## src/rtl/regfile_write_arbiter.sv

```systemverilog
// Two-requester write arbiter in front of a register file, one single-entry buffer per requester.
// Define REGARB_ROUND_ROBIN_EN for round-robin arbitration on contention; default is fixed priority to A.
module regfile_write_arbiter (
    input  logic        Clk,
    input  logic        Reset_n,
    input  logic        ReqValidA,
    input  logic        ReqValidB,
    input  logic [4:0]  ReqRegA,
    input  logic [4:0]  ReqRegB,
    input  logic [31:0] ReqDataA,
    input  logic [31:0] ReqDataB,
    output logic        ReqReadyA,
    output logic        ReqReadyB,
    output logic [4:0]  WriteRegister,
    output logic [31:0] WriteData,
    output logic        RegWrite,
    output logic        Busy
);

    logic        full_a_q, full_a_d;
    logic [4:0]  reg_a_q, reg_a_d;
    logic [31:0] data_a_q, data_a_d;
    logic        full_b_q, full_b_d;
    logic [4:0]  reg_b_q, reg_b_d;
    logic [31:0] data_b_q, data_b_d;

    logic        reg_write_q, reg_write_d;
    logic [4:0]  wr_reg_q, wr_reg_d;
    logic [31:0] wr_data_q, wr_data_d;

    logic        grant_a, grant_b;
    logic        accept_a, accept_b;

`ifdef REGARB_ROUND_ROBIN_EN
    // High when B won the last contended grant is NOT the case, i.e. B is owed the next one.
    logic        favour_b_q, favour_b_d;

    always_comb begin
        grant_a    = full_a_q & ~(full_b_q & favour_b_q);
        grant_b    = full_b_q & ~grant_a;
        favour_b_d = favour_b_q;
        if (full_a_q && full_b_q) begin
            favour_b_d = grant_a;
        end
    end

    always_ff @(posedge Clk or negedge Reset_n) begin
        if (!Reset_n) begin
            favour_b_q <= 1'b0;
        end else begin
            favour_b_q <= favour_b_d;
        end
    end
`else
    always_comb begin
        grant_a = full_a_q;
        grant_b = full_b_q & ~full_a_q;
    end
`endif

    // A buffer that drains on this edge may be refilled on the same edge.
    assign ReqReadyA = Reset_n & (~full_a_q | grant_a);
    assign ReqReadyB = Reset_n & (~full_b_q | grant_b);
    assign accept_a  = ReqValidA & ReqReadyA;
    assign accept_b  = ReqValidB & ReqReadyB;

    always_comb begin
        full_a_d = full_a_q;
        reg_a_d  = reg_a_q;
        data_a_d = data_a_q;
        full_b_d = full_b_q;
        reg_b_d  = reg_b_q;
        data_b_d = data_b_q;

        if (grant_a) full_a_d = 1'b0;
        if (grant_b) full_b_d = 1'b0;

        // Writes to register 0 are accepted and silently discarded.
        if (accept_a && (ReqRegA != 5'd0)) begin
            full_a_d = 1'b1;
            reg_a_d  = ReqRegA;
            data_a_d = ReqDataA;
        end
        if (accept_b && (ReqRegB != 5'd0)) begin
            full_b_d = 1'b1;
            reg_b_d  = ReqRegB;
            data_b_d = ReqDataB;
        end
    end

    always_comb begin
        reg_write_d = grant_a | grant_b;
        wr_reg_d    = wr_reg_q;
        wr_data_d   = wr_data_q;
        if (grant_a) begin
            wr_reg_d  = reg_a_q;
            wr_data_d = data_a_q;
        end else if (grant_b) begin
            wr_reg_d  = reg_b_q;
            wr_data_d = data_b_q;
        end
    end

    always_ff @(posedge Clk or negedge Reset_n) begin
        if (!Reset_n) begin
            full_a_q    <= 1'b0;
            reg_a_q     <= 5'd0;
            data_a_q    <= 32'd0;
            full_b_q    <= 1'b0;
            reg_b_q     <= 5'd0;
            data_b_q    <= 32'd0;
            reg_write_q <= 1'b0;
            wr_reg_q    <= 5'd0;
            wr_data_q   <= 32'd0;
        end else begin
            full_a_q    <= full_a_d;
            reg_a_q     <= reg_a_d;
            data_a_q    <= data_a_d;
            full_b_q    <= full_b_d;
            reg_b_q     <= reg_b_d;
            data_b_q    <= data_b_d;
            reg_write_q <= reg_write_d;
            wr_reg_q    <= wr_reg_d;
            wr_data_q   <= wr_data_d;
        end
    end

    assign RegWrite      = reg_write_q;
    assign WriteRegister = wr_reg_q;
    assign WriteData     = wr_data_q;
    assign Busy          = full_a_q | full_b_q;

endmodule

```

## config.mk

```make
export PLATFORM = sky130hd
export DESIGN_NAME = regfile_write_arbiter
export DESIGN_NICKNAME = d
export VERILOG_FILES = /design/src/rtl/regfile_write_arbiter.sv
export SDC_FILE = /design/constraint.sdc
export NUM_CORES = 1
export LEC_CHECK = 0
export ABC_AREA = 1
export BUFFER_PORTS_ARGS = -buffer_cell sky130_fd_sc_hd__clkbuf_2
export CORE_UTILIZATION = 45
export CTS_BUF_LIST = sky130_fd_sc_hd__clkbuf_4 sky130_fd_sc_hd__clkbuf_8
export DETAILED_ROUTE_END_ITERATION = 12
export GPL_ROUTABILITY_DRIVEN = 0
export PLACE_DENSITY = 0.69
export SLEW_MARGIN = 30
export SYNTH_ARGS = -nofsm -noshare
export SYNTH_HDL_FRONTEND = slang
export SYNTH_SLANG_ARGS = --single-unit
```

## constraint.sdc

```tcl
create_clock -name Clk -period 2.6 [get_ports Clk]
set_clock_uncertainty 0.05 [all_clocks]
set_input_delay 0.65 -clock Clk [delete_from_list [all_inputs] [get_ports Clk]]
set_output_delay 0.65 -clock Clk [all_outputs]
set_load 0.02 [all_outputs]
```

# [Word level (Yosys, flattened, before mapping)]
# Index checks and enable logic that the tools add are counted.
[word_totals] out_inout_bits=41 ff_bits=114 inputBits=78 elab_cells=31
[op_classes] bitwise=9 reduce_logical=6 n_mux=7
[op_table] op="$mux W32" count=2
[op_table] op="$mux W5" count=2
[op_table] op="$reduce_bool A5 Y1" count=2
[op_table] op="$and A1 B1 Y1" count=4
[op_table] op="$reduce_bool A2 Y1" count=2
[op_table] op="$mux W1" count=3
[op_table] op="$or A1 B1 Y1" count=3
[op_table] op="$logic_and A1 B1 Y1" count=2
[op_table] op="$not A1 Y1" count=2

# [Longest topological paths before layout]
[logic_depth] depth_word=7 mapped_depth=8 depth_no_buf=6

# [Least setup slack after synthesis]
# No wires, ideal clock.
[synth_timing] path_kind="flip-flop to output port" startpoint="reg full_a_q" endpoint="out Busy" stages_incl_launch_ff=5 required_ns=1.900 path_buffers=2 arrival_ns=1.000 setup_slack_ns=0.900 cell_sequence="dfrtp_1 -> nor2_1 -> buf_2 -> buf_2 -> inv_1"
[synth_between] elab_chain_len=1
[synth_rtl] item="start, declared" line="20" text="logic full_a_q, full_a_d;"
[synth_rtl] item="start signal, assigned" line="116" text="full_a_q <= full_a_d;"
[synth_rtl] item="$or A1 B1 Y1" line="131" text="assign Busy = full_a_q | full_b_q;"
[synth_rtl] item="end, declared" line="17" text="output logic Busy"
# Every way passes these cells.

# [Worst setup path after layout]
[layout_timing] startpoint="in Reset_n" endpoint="out ReqReadyB"
[layout_between] elab_chain_len=1
[layout_rtl] item="start, declared" line="5" text="input logic Reset_n,"
[layout_rtl] item="$and A1 B1 Y1" line="63" text="assign ReqReadyB = Reset_n & (~full_b_q | grant_b);"
[layout_rtl] item="end, declared" line="13" text="output logic ReqReadyB,"
# Every way passes these cells.

==> impl_metrics.tcl <==
set metrics [dict create \
    clock-root-buffer "clkbuf_8" \
    antenna_found_initial 0 \
    synth_fp_nets 619 \
    start_kind "primary input" \
    synth.area.top_cells "dfrtp_1, nand2_1, nand3_1" \
    comb_power_share_pct 17.1 \
    via_per_inst 4.91 \
    dieArea_mm2 0.0110 \
    period_minus_slack_ns 2.44 \
    diodes 0 \
    max-slew-margin-rel_pct 59.6 \
    h-tree-depth 4 \
    rsz0062_at_grt "no" \
    setup_viol 0 \
    numCtsBuffers 17 \
    core_mm2 0.0103 \
    clkPwrFrac_pct 35.0 \
    routed_wirelength_um 11600 \
    p_switching_mw 1.34 \
    status "finished, final reports clean" \
    internal-power_mw 3.31 \
    ant_nets 0 \
    cpPeakStageDelay_ns 0.55 \
    synth_top_area_share_pct 60.0 \
    seq_area_frac_synth_pct 60.0 \
    firstDrtPassIters 4 \
    ctsLongestPathBuffers 2 \
    end_kind "primary output" \
    area_growth_pct 22.5 \
    grt_max_degree 111 \
    hold_viol 0 \
    switching_share_pct 28.8 \
    ys_ff_latch 114 \
    gr-usage-all-layers_pct 23.4 \
    die_w_um 105 \
    cp_max_fo 8 \
    io_buffer_count 118 \
    cts.sink_count 114 \
    wire_per_inst_um 14.5 \
    layout.nets 735 \
    row_count 37 \
    drive_gt1_share_pct 26.8 \
    path_clk_slew_ns 0.06 \
    path_cells "dlygate4sd3_1, buf_4, nand2_2, inv_1, clkbuf_2" \
    cp.arrival_ns 1.74 \
    fin_util_pct 56.7 \
    cpMaxStageDelayCell "dlygate4sd3_1" \
    cts_tree "built" \
    synthArstFlopShare_pct 100 \
    hold_class "primary input to flip-flop" \
    yosysMostFrequentCell "nand2_1" \
    min_period_over_period_pct 93.7 \
    grt_pass1_vias 3900 \
    overflow 0 \
    hpwl_um 7480 \
    synth_ff_type "dfrtp_1" \
    synth_edf_count 0 \
    post_cts_buffers 0 \
    synth_cell_type_count 14 \
    io_pins 119 \
    drt_first_iter_violations 240 \
    die_h_um 105 \
    worst_pin_slew_ns 0.607 \
    netlist_top_cells_count "nand2_1, dfrtp_1, nand3_1" \
    power_frac_seq_pct 47.9 \
    nFillCells 965 \
    slew_violations 0 \
    powerDensity_mw_per_mm2 797 \
    grt_pass1_wl_um 19600 \
    max_freq_mhz 410 \
    synth_top_cell_by_area "dfrtp_1" \
    syn_inst 541 \
    start_util_pct 46.3 \
    leakagePower_nw 3.21 \
    final.setup.tns_ns 0 \
    clk-insertion-delay-late_ns 0.43 \
    irDropWorstVdd_mv 0.381 \
    synth_area_per_cell_um2 8.79 \
    synth_warnings 0 \
    drv_cap 0 \
    route.detailed.drc 0 \
    worstPathRequired_ns 1.90 \
    netlist_area_mm2 0.00476 \
    vias 3942 \
    path_class "primary input to primary output" \
]
logic make-up after synthesis:
kind of cell  share of synthesized area, %
simple gates                          34.7
flops                                 60.0
buf+inv                               5.31
critical path: cells and delay by family:
family / cells / cell delay, ns
simple gates: 1 / 0.12
buf+inv: 4 / 0.96
metal layers:
layer	part of all wire (%)	track usage (%)
met5	0	0
met1	44	30.5
met4	1.6	8.45
met2	49	38.3
met3	5.5	5.61
layout by cell type (no fill, tap or decap), drive strengths merged:
master	netlist	routed
clkbuf	6	141
bufinv	0	2
dlygate4sd3	0	1
nor2	7	7
dfrtp	114	114
nand3	109	109
inv	8	8
buf	28	13
clkinv	0	2
nand2	269	269
clkinvlp	0	1
stage by stage:
stage | total power [mW] | hold WS (ns) | instance area (um2) | std cells | setup WS (ns)
after global routing | 4.90 | 0.380 | 5830 | 803 | 0.0998
final | 4.65 | 0.392 | 5830 | 803 | 0.163
after global placement | 3.03 | 0.404 | 5430 | 773 | 0.736
after floorplan | 2.72 | 0.304 | 4760 | 541 | 0.900
after detailed placement | 3.06 | 0.409 | 5430 | 773 | 0.707
after CTS | 4.69 | 0.374 | 5830 | 803 | 0.164
repair_timing:
action,CTS,global route
gates resized for setup,0,0
endpoints found under the hold margin,4,0
hold buffers,1,0
power by group through the flow:
stage	Combinational (mW)	Clock [mW]	Sequential, mW
global route	0.896	1.75	2.26
CTS	0.809	1.65	2.23
finish	0.793	1.63	2.23
detailed placement	0.805	0	2.25
global placement	0.783	0	2.25
floorplan	0.358	0	2.36
path summary, 6_finish.rpt:
kind                                            endpoint  slack, ns                startpoint  cells after the start
worst min register to register  data_b_q[13]$_DFFE_PN0P_       0.42  data_b_q[13]$_DFFE_PN0P_                      2
max in group asynchronous             full_a_q$_DFF_PN0_       1.11                   Reset_n                      3
worst max register to register   data_b_q[3]$_DFFE_PN0P_       0.90        full_a_q$_DFF_PN0_                      7
worst min-delay path             data_a_q[4]$_DFFE_PN0P_       0.39               ReqDataA[4]                      3
min in group asynchronous           full_b_q$_DFFE_PN0P_       0.56                   Reset_n                      2
worst max-delay path                           ReqReadyB       0.16                   Reset_n                      5
final cells by class:
type                            instances  area [um2]  share of cell area, %
Clock buffer                           24         312                   5.35
Tap cell                              136         170                   2.92
Multi-Input combinational cell        385        1660                   28.6
Sequential cell                       114        2850                   49.0
Timing Repair Buffer                  131         718                   12.3
Inverter                                8        30.0                  0.515
Clock inverter                          5        77.6                   1.33
registers in the layout, indices dropped and copies added, names as in the netlist, 5 cells and up:
| signal | flops |
|---|---|
| WriteData | 32 |
| reg_a_q | 5 |
| WriteRegister | 5 |
| data_a_q | 32 |
| reg_b_q | 5 |
| data_b_q | 32 |
Note: power is estimated with default switching activity, not from simulation.
